`src/rtl/mem_arb_pkg.sv`:
```
// Shared encodings for the instruction/data memory arbiter.
// Port ids double as the round-robin history value.
package mem_arb_pkg;

  localparam logic [1:0] S_IDLE   = 2'd0;
  localparam logic [1:0] S_ACCESS = 2'd1;
  localparam logic [1:0] S_RESP   = 2'd2;

  localparam logic P_I = 1'b0;
  localparam logic P_D = 1'b1;

  localparam int CW = 4;

  typedef enum logic [1:0] {
    ST_IDLE   = S_IDLE,
    ST_ACCESS = S_ACCESS,
    ST_RESP   = S_RESP
  } state_t;

endpackage

```
`src/rtl/mem_arbiter_if.sv`:
```
// CPU split-port bundle plus the shared memory port.
// The slave view is the arbiter; the master view is the CPU and memory side.
interface mem_arbiter_if #(
  parameter int AW = 16,
  parameter int DW = 16
);

  logic          i_req;
  logic [AW-1:0] i_addr;
  logic [DW-1:0] i_rdata;
  logic          i_ack;

  logic          d_req;
  logic          d_we;
  logic [AW-1:0] d_addr;
  logic [DW-1:0] d_wdata;
  logic [DW-1:0] d_rdata;
  logic          d_ack;

  logic          m_en;
  logic          m_we;
  logic [AW-1:0] m_addr;
  logic [DW-1:0] m_wdata;
  logic [DW-1:0] m_rdata;

  modport slave (
    input  i_req, i_addr, d_req, d_we, d_addr, d_wdata, m_rdata,
    output i_rdata, i_ack, d_rdata, d_ack, m_en, m_we, m_addr, m_wdata
  );

  modport master (
    output i_req, i_addr, d_req, d_we, d_addr, d_wdata, m_rdata,
    input  i_rdata, i_ack, d_rdata, d_ack, m_en, m_we, m_addr, m_wdata
  );

endinterface

```
`src/rtl/rr_arb2.sv`:
```
// Combinational 2-way round-robin picker; on a tie the port that did not win last time is chosen.
// No state here: the caller owns and updates last_gnt.
module rr_arb2
  import mem_arb_pkg::*;
(
  input  logic req_i,
  input  logic req_d,
  input  logic last_gnt,
  output logic gnt_valid,
  output logic gnt_id
);

  always_comb begin
    gnt_valid = req_i | req_d;
    gnt_id    = P_I;
    if (req_i && req_d) begin
      gnt_id = ~last_gnt;
    end else if (req_d) begin
      gnt_id = P_D;
    end
  end

endmodule

```
`src/rtl/mem_arbiter.sv`:
```
// Shares one wait-stated single-port memory between the CPU fetch and data ports.
// Ack arrives WAIT+2 cycles after a request is taken in IDLE; one access per WAIT+3 cycles.
module mem_arbiter
  import mem_arb_pkg::*;
#(
  parameter int AW   = 16,
  parameter int DW   = 16,
  parameter int WAIT = 1
) (
  input  logic         CK,
  input  logic         RST,
  mem_arbiter_if.slave bus
);

  state_t        state_q;
  logic [CW-1:0] cnt_q;
  logic          last_gnt_q;
  logic          gnt_q;
  logic          m_en_q;
  logic          m_we_q;
  logic [AW-1:0] m_addr_q;
  logic [DW-1:0] m_wdata_q;
  logic [DW-1:0] i_rdata_q;
  logic [DW-1:0] d_rdata_q;
  logic          i_ack_q;
  logic          d_ack_q;

  logic gnt_valid;
  logic gnt_id;

  rr_arb2 u_rr (
    .req_i     (bus.i_req),
    .req_d     (bus.d_req),
    .last_gnt  (last_gnt_q),
    .gnt_valid (gnt_valid),
    .gnt_id    (gnt_id)
  );

  always_ff @(posedge CK or negedge RST) begin
    if (!RST) begin
      state_q    <= ST_IDLE;
      cnt_q      <= '0;
      last_gnt_q <= P_D;  // fetch wins the first tie after reset
      gnt_q      <= P_I;
      m_en_q     <= 1'b0;
      m_we_q     <= 1'b0;
      m_addr_q   <= '0;
      m_wdata_q  <= '0;
      i_rdata_q  <= '0;
      d_rdata_q  <= '0;
      i_ack_q    <= 1'b0;
      d_ack_q    <= 1'b0;
    end else begin
      case (state_q)
        ST_IDLE: begin
          if (gnt_valid) begin
            gnt_q      <= gnt_id;
            last_gnt_q <= gnt_id;
            m_en_q     <= 1'b1;
            cnt_q      <= CW'(WAIT);
            state_q    <= ST_ACCESS;
            if (gnt_id == P_I) begin
              m_we_q    <= 1'b0;
              m_addr_q  <= bus.i_addr;
              m_wdata_q <= '0;
            end else begin
              m_we_q    <= bus.d_we;
              m_addr_q  <= bus.d_addr;
              m_wdata_q <= bus.d_wdata;
            end
          end
        end
        ST_ACCESS: begin
          if (cnt_q != '0) begin
            cnt_q <= cnt_q - 1'b1;
          end else begin
            // m_rdata is only guaranteed valid in this final access cycle
            if (!m_we_q) begin
              if (gnt_q == P_I) i_rdata_q <= bus.m_rdata;
              else              d_rdata_q <= bus.m_rdata;
            end
            m_en_q  <= 1'b0;
            m_we_q  <= 1'b0;
            i_ack_q <= (gnt_q == P_I);
            d_ack_q <= (gnt_q == P_D);
            state_q <= ST_RESP;
          end
        end
        ST_RESP: begin
          i_ack_q <= 1'b0;
          d_ack_q <= 1'b0;
          state_q <= ST_IDLE;
        end
        default: begin
          state_q <= ST_IDLE;
        end
      endcase
    end
  end

  assign bus.m_en    = m_en_q;
  assign bus.m_we    = m_we_q;
  assign bus.m_addr  = m_addr_q;
  assign bus.m_wdata = m_wdata_q;
  assign bus.i_rdata = i_rdata_q;
  assign bus.i_ack   = i_ack_q;
  assign bus.d_rdata = d_rdata_q;
  assign bus.d_ack   = d_ack_q;

endmodule

```
`src/flat_wrapper.sv`:
```
// flat-port wrapper written by rule: the top's interface ports become plain ports
module mem_arbiter_flat import mem_arb_pkg::*;
#(
  parameter int AW   = 16,
  parameter int DW   = 16,
  parameter int WAIT = 1
)
  (CK, RST, bus_i_req, bus_i_addr, bus_d_req, bus_d_we, bus_d_addr, bus_d_wdata, bus_m_rdata, bus_i_rdata, bus_i_ack, bus_d_rdata, bus_d_ack, bus_m_en, bus_m_we, bus_m_addr, bus_m_wdata);
  mem_arbiter_if #(.AW(AW), .DW(DW)) bus_i ();
  input  logic CK;
  input  logic RST;
  input wire logic [$bits(bus_i.i_req)-1:0] bus_i_req;
  input wire logic [$bits(bus_i.i_addr)-1:0] bus_i_addr;
  input wire logic [$bits(bus_i.d_req)-1:0] bus_d_req;
  input wire logic [$bits(bus_i.d_we)-1:0] bus_d_we;
  input wire logic [$bits(bus_i.d_addr)-1:0] bus_d_addr;
  input wire logic [$bits(bus_i.d_wdata)-1:0] bus_d_wdata;
  input wire logic [$bits(bus_i.m_rdata)-1:0] bus_m_rdata;
  output wire logic [$bits(bus_i.i_rdata)-1:0] bus_i_rdata;
  output wire logic [$bits(bus_i.i_ack)-1:0] bus_i_ack;
  output wire logic [$bits(bus_i.d_rdata)-1:0] bus_d_rdata;
  output wire logic [$bits(bus_i.d_ack)-1:0] bus_d_ack;
  output wire logic [$bits(bus_i.m_en)-1:0] bus_m_en;
  output wire logic [$bits(bus_i.m_we)-1:0] bus_m_we;
  output wire logic [$bits(bus_i.m_addr)-1:0] bus_m_addr;
  output wire logic [$bits(bus_i.m_wdata)-1:0] bus_m_wdata;
  assign bus_i.i_req = bus_i_req;
  assign bus_i.i_addr = bus_i_addr;
  assign bus_i.d_req = bus_d_req;
  assign bus_i.d_we = bus_d_we;
  assign bus_i.d_addr = bus_d_addr;
  assign bus_i.d_wdata = bus_d_wdata;
  assign bus_i.m_rdata = bus_m_rdata;
  assign bus_i_rdata = bus_i.i_rdata;
  assign bus_i_ack = bus_i.i_ack;
  assign bus_d_rdata = bus_i.d_rdata;
  assign bus_d_ack = bus_i.d_ack;
  assign bus_m_en = bus_i.m_en;
  assign bus_m_we = bus_i.m_we;
  assign bus_m_addr = bus_i.m_addr;
  assign bus_m_wdata = bus_i.m_wdata;
  mem_arbiter #(.AW(AW), .DW(DW), .WAIT(WAIT)) u_core (.CK(CK), .RST(RST), .bus(bus_i));
endmodule
```
`config.mk`:
```
export PLATFORM = sky130hd
export DESIGN_NAME = mem_arbiter_flat
export DESIGN_NICKNAME = d
export VERILOG_FILES = /design/src/rtl/mem_arb_pkg.sv /design/src/rtl/mem_arbiter_if.sv /design/src/rtl/rr_arb2.sv /design/src/rtl/mem_arbiter.sv /design/src/flat_wrapper.sv
export SDC_FILE = /design/constraint.sdc
export NUM_CORES = 1
export LEC_CHECK = 0
export CORE_MARGIN = 2
export CORE_UTILIZATION = 38
export CTS_CLUSTER_DIAMETER = 60
export CTS_CLUSTER_SIZE = 24
export DETAILED_ROUTE_END_ITERATION = 8
export PLACE_DENSITY = 0.84
export SLEW_MARGIN = 20
export SYNTH_ARGS = -nofsm -noshare
export SYNTH_HDL_FRONTEND = slang
export SYNTH_SLANG_ARGS = --single-unit
```
`constraint.sdc`:
```
create_clock -name CK -period 1.9 [get_ports CK]
set_input_delay 0.38 -clock CK [delete_from_list [all_inputs] [get_ports CK]]
set_output_delay 0.38 -clock CK [all_outputs]
set_load 0.1 [all_outputs]
```
==> results of run 1 <==
==> worst max-delay path: cells and delay by family (launching register included) <==
kind | cells | cell delay (ps)
AND/OR/NAND/NOR | 2 | 650
flip-flops | 1 | 380
adder cells (fa/ha/maj) | 1 | 160
buffers and inverters | 1 | 110
multiplexers | 1 | 360
==> synthesized netlist by cell type (all sizes together) <==
cell	n	share of area, %
nand4b	1	0.76
buf	9	1.9
o22ai	1	0.20
clkbuf	4	0.48
nor4	1	0.20
and2b	1	0.24
nor2b	1	0.20
nor2	3	0.36
a21boi	1	0.24
dfstp	1	0.84
mux2	34	13
nand2	2	0.24
nor3b	2	0.84
nor4b	1	0.28
a311o	2	0.64
and3	2	0.40
nand3	1	0.56
a22o	16	4.5
o2bb2ai	1	0.28
mux2i	17	5.4
or3	1	0.20
a32o	1	0.32
dfrtp	75	60
or2	2	0.40
nand2b	3	0.60
ha	2	0.80
a31o	1	0.28
a21o	2	0.48
o21ai	32	5.1
inv	3	0.36
==> worst max path at each step <==
stage	start	end	slack, ps
floorplan	u_core.bus.m_we$_DFFE_PN0P_	u_core.bus.i_rdata[10]$_DFFE_PN0P_	10
global placement	bus_i_req	u_core.cnt_q[3]$_DFFE_PN0P_	90
detailed placement	bus_i_req	u_core.cnt_q[1]$_DFFE_PN0P_	70
CTS	u_core.cnt_q[0]$_DFFE_PN0P_	u_core.bus.i_rdata[9]$_DFFE_PN0P_	110
global route	u_core.cnt_q[0]$_DFFE_PN0P_	u_core.bus.i_rdata[9]$_DFFE_PN0P_	10
finish	u_core.cnt_q[0]$_DFFE_PN0P_	u_core.bus.i_rdata[9]$_DFFE_PN0P_	120
==> stage by stage <==
| step | instances | hold slack, ps |
|---|---|---|
| final | 481 | 9.65 |
| after global routing | 481 | 42.8 |
| after CTS | 481 | 17.0 |
| after detailed placement | 465 | 386 |
| after global placement | 465 | 383 |
| after floorplan | 223 | 84.4 |
==> cell type report <==
type | instances | area [um^2]
Fill cell | 665 | 3380
Sequential cell | 76 | 1900
Timing Repair Buffer | 150 | 1340
Multi-Input combinational cell | 131 | 1160
Clock buffer | 12 | 155
Tap cell | 105 | 131
Clock inverter | 4 | 47.5
Inverter | 3 | 11.3
==> sequential cells by signal (all words and copies together) (netlist names), 2 cells and up <==
name                count
u_core.bus.i_rdata     16
u_core.state_q          2
u_core.bus.m_wdata     16
u_core.bus.d_rdata     16
u_core.bus.m_addr      16
u_core.cnt_q            4
==> metal layers <==
layer  up-vias  GRT usage, %
met4         0          5.92
met5         -             0
met1      1179          18.8
li1       1112             -
met3        10          4.55
met2       118          26.7
==> cells by family (layout without fill, tap and decap cells) <==
group,after synthesis,count (layout),synth area share (%)
mux,51,51,18.8
simple gates,21,21,5.25
buf+inv,16,169,2.74
compound gates,57,57,12.0
flops,76,76,60.5
fa+ha+maj,2,2,0.795
==> impl_metrics.yaml, run 1 <==
cts:
  cts-root-buf: "clkbuf_8"
  cts_resized: 0
  clkLatencyLatePin_ps: 330
  cts_buffer_depth: 2
  cts_made_buffers: 9
  cts.htree.levels: 3
  cts_tree: "built"
  clkSinkCount: 76
  hold_buffers: 0
  postCtsSetupRepairBufs: 0
  clkTransAtPathRegs_ps: 80
logic_synthesis:
  synthCells: 223
  syn_area_mm2: 0.00315
  yosysWarningCount: 0
  seq_area_frac_synth_pct: 60.5
  syn_avg_cell_area_um2: 14.1
  synth-seq-cells: 76
  syn-num-nets: 294
  yosysUniqueCellTypes: 36
critical_path:
  cp.arrival_ps: 1990
  crit_path_top_delay_cell: "dfrtp_1"
  start_kind: "flip-flop"
  slowest_delay_ps: 380
  r2r_cells: 5
  timing.rr.start: "u_core.cnt_q[0]$_DFFE_PN0P_"
  reg2reg_to: "u_core.bus.i_rdata[9]$_DFFE_PN0P_"
  end_kind: "flip-flop"
  crit_fanout: 16
  crit_chain: "inv_1, ha_1, nor3b_4, nand3_4, mux2_2"
  rrSetupSlack_ps: 120
  critPathRequiredTime_ps: 2110
  worstSetupPathType: "flip-flop to flip-flop"
finish:
  final_util_pct: 58.4
  final_cell_area_mm2: 0.00475
  final_cell_mix: "buf_4, dfrtp_1, clkdlybuf4s50_1"
  num_antenna_cells: 0
  drive_gt1_share_pct: 37.0
  nNetsFinal: 442
  mostFrequentLayoutCell: "buf_4"
  syn_to_final_growth_pct: 51.1
timing:
  grt_setup_unrepaired: "no"
  tightestPinTransition_ps: 508
  setup_viol_count_final: 0
  finalSetupTns_ps: 0
  hold_viol_final: 0
  setup_slack_ps: 124
  min_period_ps: 1780
  max_freq_mhz: 563
  finalClockSkew_ps: 6.50
  maxSlewHeadroom_pct: 66.1
  fin_crit_sh_pct: 93.5
  maxSlewViolCount: 0
global_route:
  grt_pass1_wl_um: 10900
  antenna_found_initial: 0
  grt_remaining_overflow: 0
  grt_max_degree: 40
  grt_pass1_vias: 2408
  gr-usage-all-layers_pct: 15.7
placed_design:
  dpl_cell_area_mm2: 0.00455
  place_congestion: 0.736
  pre_cts_ws_ps: 68.8
  io_buffer_count: 136
  hpwlAfterDp_um: 5490
route:
  vias: 2419
  drtAntennaViolNets: 0
  drtIter0Drc: 52
  wl_met2_um: 3520
  avgRoutedWirePerCell_um: 15.1
  drc: 0
  wl_um: 7240
  wl_met1_um: 3030
  dr.pass1.iters: 4
  met3_length_um: 618
  vias_per_cell: 5.03
  routed.top_layer: "met4"
min_path:
  min_path_type: "primary input to asynchronous set/reset pin"
floorplan:
  die_width_um: 95
  initial_core_util_pct: 38.7
  ioPinCount: 137
  coreArea_mm2: 0.00813
  dieHeight_um: 95
  dieArea_mm2: 0.00903
  row_count: 33
status:
  status: "complete, no violations"
flow_run:
  drv_cap: 0
Power of run 1 is not shown: default switching activity piles up to over one toggle a cycle in this logic, so the estimate is an artifact.
==> run 2, diff against run 1 <==
--- a/config.mk
+++ b/config.mk
@@ -13,2 +13,3 @@
 export PLACE_DENSITY = 0.84
+export REMOVE_ABC_BUFFERS = 1
 export SLEW_MARGIN = 20
--- a/constraint.sdc
+++ b/constraint.sdc
@@ -3,2 +3,2 @@
 set_output_delay 0.38 -clock CK [all_outputs]
-set_load 0.1 [all_outputs]
+set_load 0.005 [all_outputs]
==> run 2 against run 1 <==
Sequential share of layout area shrank 1.0 points; clock skew grew 1.8 ps; via count shrank 0.50%; sequential cell count is the same; routed wire length grew 6.5%; cell area grew 2.6%; highest routed layer unchanged.
==> impl_metrics.yaml, run 2 (same netlist as run 1, synthesis figures left out) <==
status:
  status: "complete, no violations"
placed_design:
  io_buffer_count: 136
  dpl_cell_area_mm2: 0.00470
  hpwlAfterDp_um: 5890
  place_congestion: 0.729
  dpl.cell_count: 465
finish:
  final_util_pct: 59.9
  syn_to_final_growth_pct: 54.9
  fin_cells: 481
  num_antenna_cells: 0
  drive_gt1_share_pct: 18.4
  final_cell_area_mm2: 0.00487
  final_cell_mix: "clkdlybuf4s50_1, dfrtp_1, o21ai_0"
  nNetsFinal: 443
  nFillCells: 662
  mostFrequentLayoutCell: "clkdlybuf4s50_1"
cts:
  cts.htree.levels: 3
  cts_tree: "built"
  cts-root-buf: "clkbuf_8"
  clkSinkCount: 76
  cts_made_buffers: 9
  clkTransAtPathRegs_ps: 80
  postCtsSetupRepairBufs: 0
  cts_resized: 0
  cts_buffer_depth: 2
  clkLatencyLatePin_ps: 330
global_route:
  antenna_found_initial: 0
  gr-usage-all-layers_pct: 18.1
  grt_remaining_overflow: 0
  grt_pass1_wl_um: 12600
  grt_max_degree: 31
  grt_pass1_vias: 2589
route:
  vias_per_cell: 5.00
  drtIter0Drc: 34
  drc: 0
  wl_um: 7710
  vias: 2407
  drtAntennaViolNets: 0
  dr.pass1.iters: 4
  avgRoutedWirePerCell_um: 16.0
critical_path:
  critPathRequiredTime_ps: 2110
  worstSetupPathType: "flip-flop to flip-flop"
  r2r_cells: 6
  crit_path_top_delay_cell: "dfrtp_1"
  cp.arrival_ps: 1980
  cp_num_buf_inv: 2
  slowest_delay_ps: 370
  crit_cells: 6
  crit_chain: "inv_1, ha_1, nor3b_4, nand4b_4, buf_4, mux2_4"
  path_delay_family: "simple AND/OR/NAND/NOR gates"
  crit_fanout: 16
  end_kind: "flip-flop"
  start_kind: "flip-flop"
timing:
  maxSlewViolCount: 0
  maxSlewHeadroom_pct: 73.6
  fin_crit_sh_pct: 92.9
  grt_setup_unrepaired: "no"
  max_freq_mhz: 566
  min_period_ps: 1770
  finalClockSkew_ps: 8.28
  whs_ps: 505
  finalSetupTns_ps: 0
  tightestPinTransition_ps: 396
  hold_viol_final: 0
  setup_viol_count_final: 0
floorplan:
  row_count: 33
  dieHeight_um: 95
  die_width_um: 95
  dieArea_mm2: 0.00903
  coreArea_mm2: 0.00813
  ioPinCount: 137
  initial_core_util_pct: 38.7
pwr:
  ir_drop_mv: 0.662
  p_leak_nw: 2.14
  p_per_area_mw_per_mm2: 1540
min_path:
  min_path_type: "primary input to asynchronous set/reset pin"
flow_run:
  drv_cap: 0
[run 2: cell types whose count changed in the layout (fill, tap and decap cells not counted)]
cell,change
buf_12,-2
buf_4,-66
bufinv_16,-1
clkbuf_1,+1
clkdlybuf4s50_1,+68
clkinvlp_4,-1
dlygate4sd3_1,+1
[run 2: final cells by class]
class	instances	area [um^2]	area share (%)
flip-flops and latches	76	1900	39.0
repair buffers	151	1500	30.7
multi-input cells	131	1160	23.8
clock buffers	13	159	3.26
well taps	105	131	2.70
inverters	3	11.3	0.231
clock inverters	2	10.0	0.205
[run 2: power by group]
group / internal, mW / switching [mW]
sequential: 2.43 / 0.463
combinational: 2.30 / 1.26
clock: 0.536 / 0.535
total: 5.27 / 2.25
[run 2: final timing paths]
check	from	to	slack, ps
worst max-delay path	u_core.cnt_q[0]$_DFFE_PN0P_	u_core.bus.d_rdata[9]$_DFFE_PN0P_	130
worst min-delay path	RST	u_core.bus.m_addr[7]$_DFFE_PN0P_	510
worst max register to register	u_core.cnt_q[0]$_DFFE_PN0P_	u_core.bus.d_rdata[9]$_DFFE_PN0P_	130
worst min register to register	u_core.bus.m_en$_DFFE_PN0P_	u_core.bus.m_en$_DFFE_PN0P_	510
max in group asynchronous	RST	u_core.bus.m_addr[9]$_DFFE_PN0P_	760
min in group CK	u_core.bus.m_en$_DFFE_PN0P_	u_core.bus.m_en$_DFFE_PN0P_	510
[run 2: timing repair]
action / in CTS / in global routing
hold buffers: 1 / 0
setup endpoints to repair: 0 / 0
hold endpoints to repair: 28 / 0
[run 2: per-layer routing]
layer | GRT usage, % | up-vias | share of wire, %
met1 | 21.0 | 1196 | 40
met3 | 3.27 | 21 | 4.7
li1 | - | 1115 | -
met4 | 9.06 | 0 | 3.1
met5 | 0 | - | 0
met2 | 31.9 | 75 | 53
[run 2: stage by stage]
stage	setup WS, ps	power, mW
after floorplan	-1350	4.36
after global placement	84.2	6.36
after detailed placement	52.2	6.52
after CTS	122	7.61
after global routing	12.8	8.03
final	135	7.52
Power figures use the tool's default switching activity.
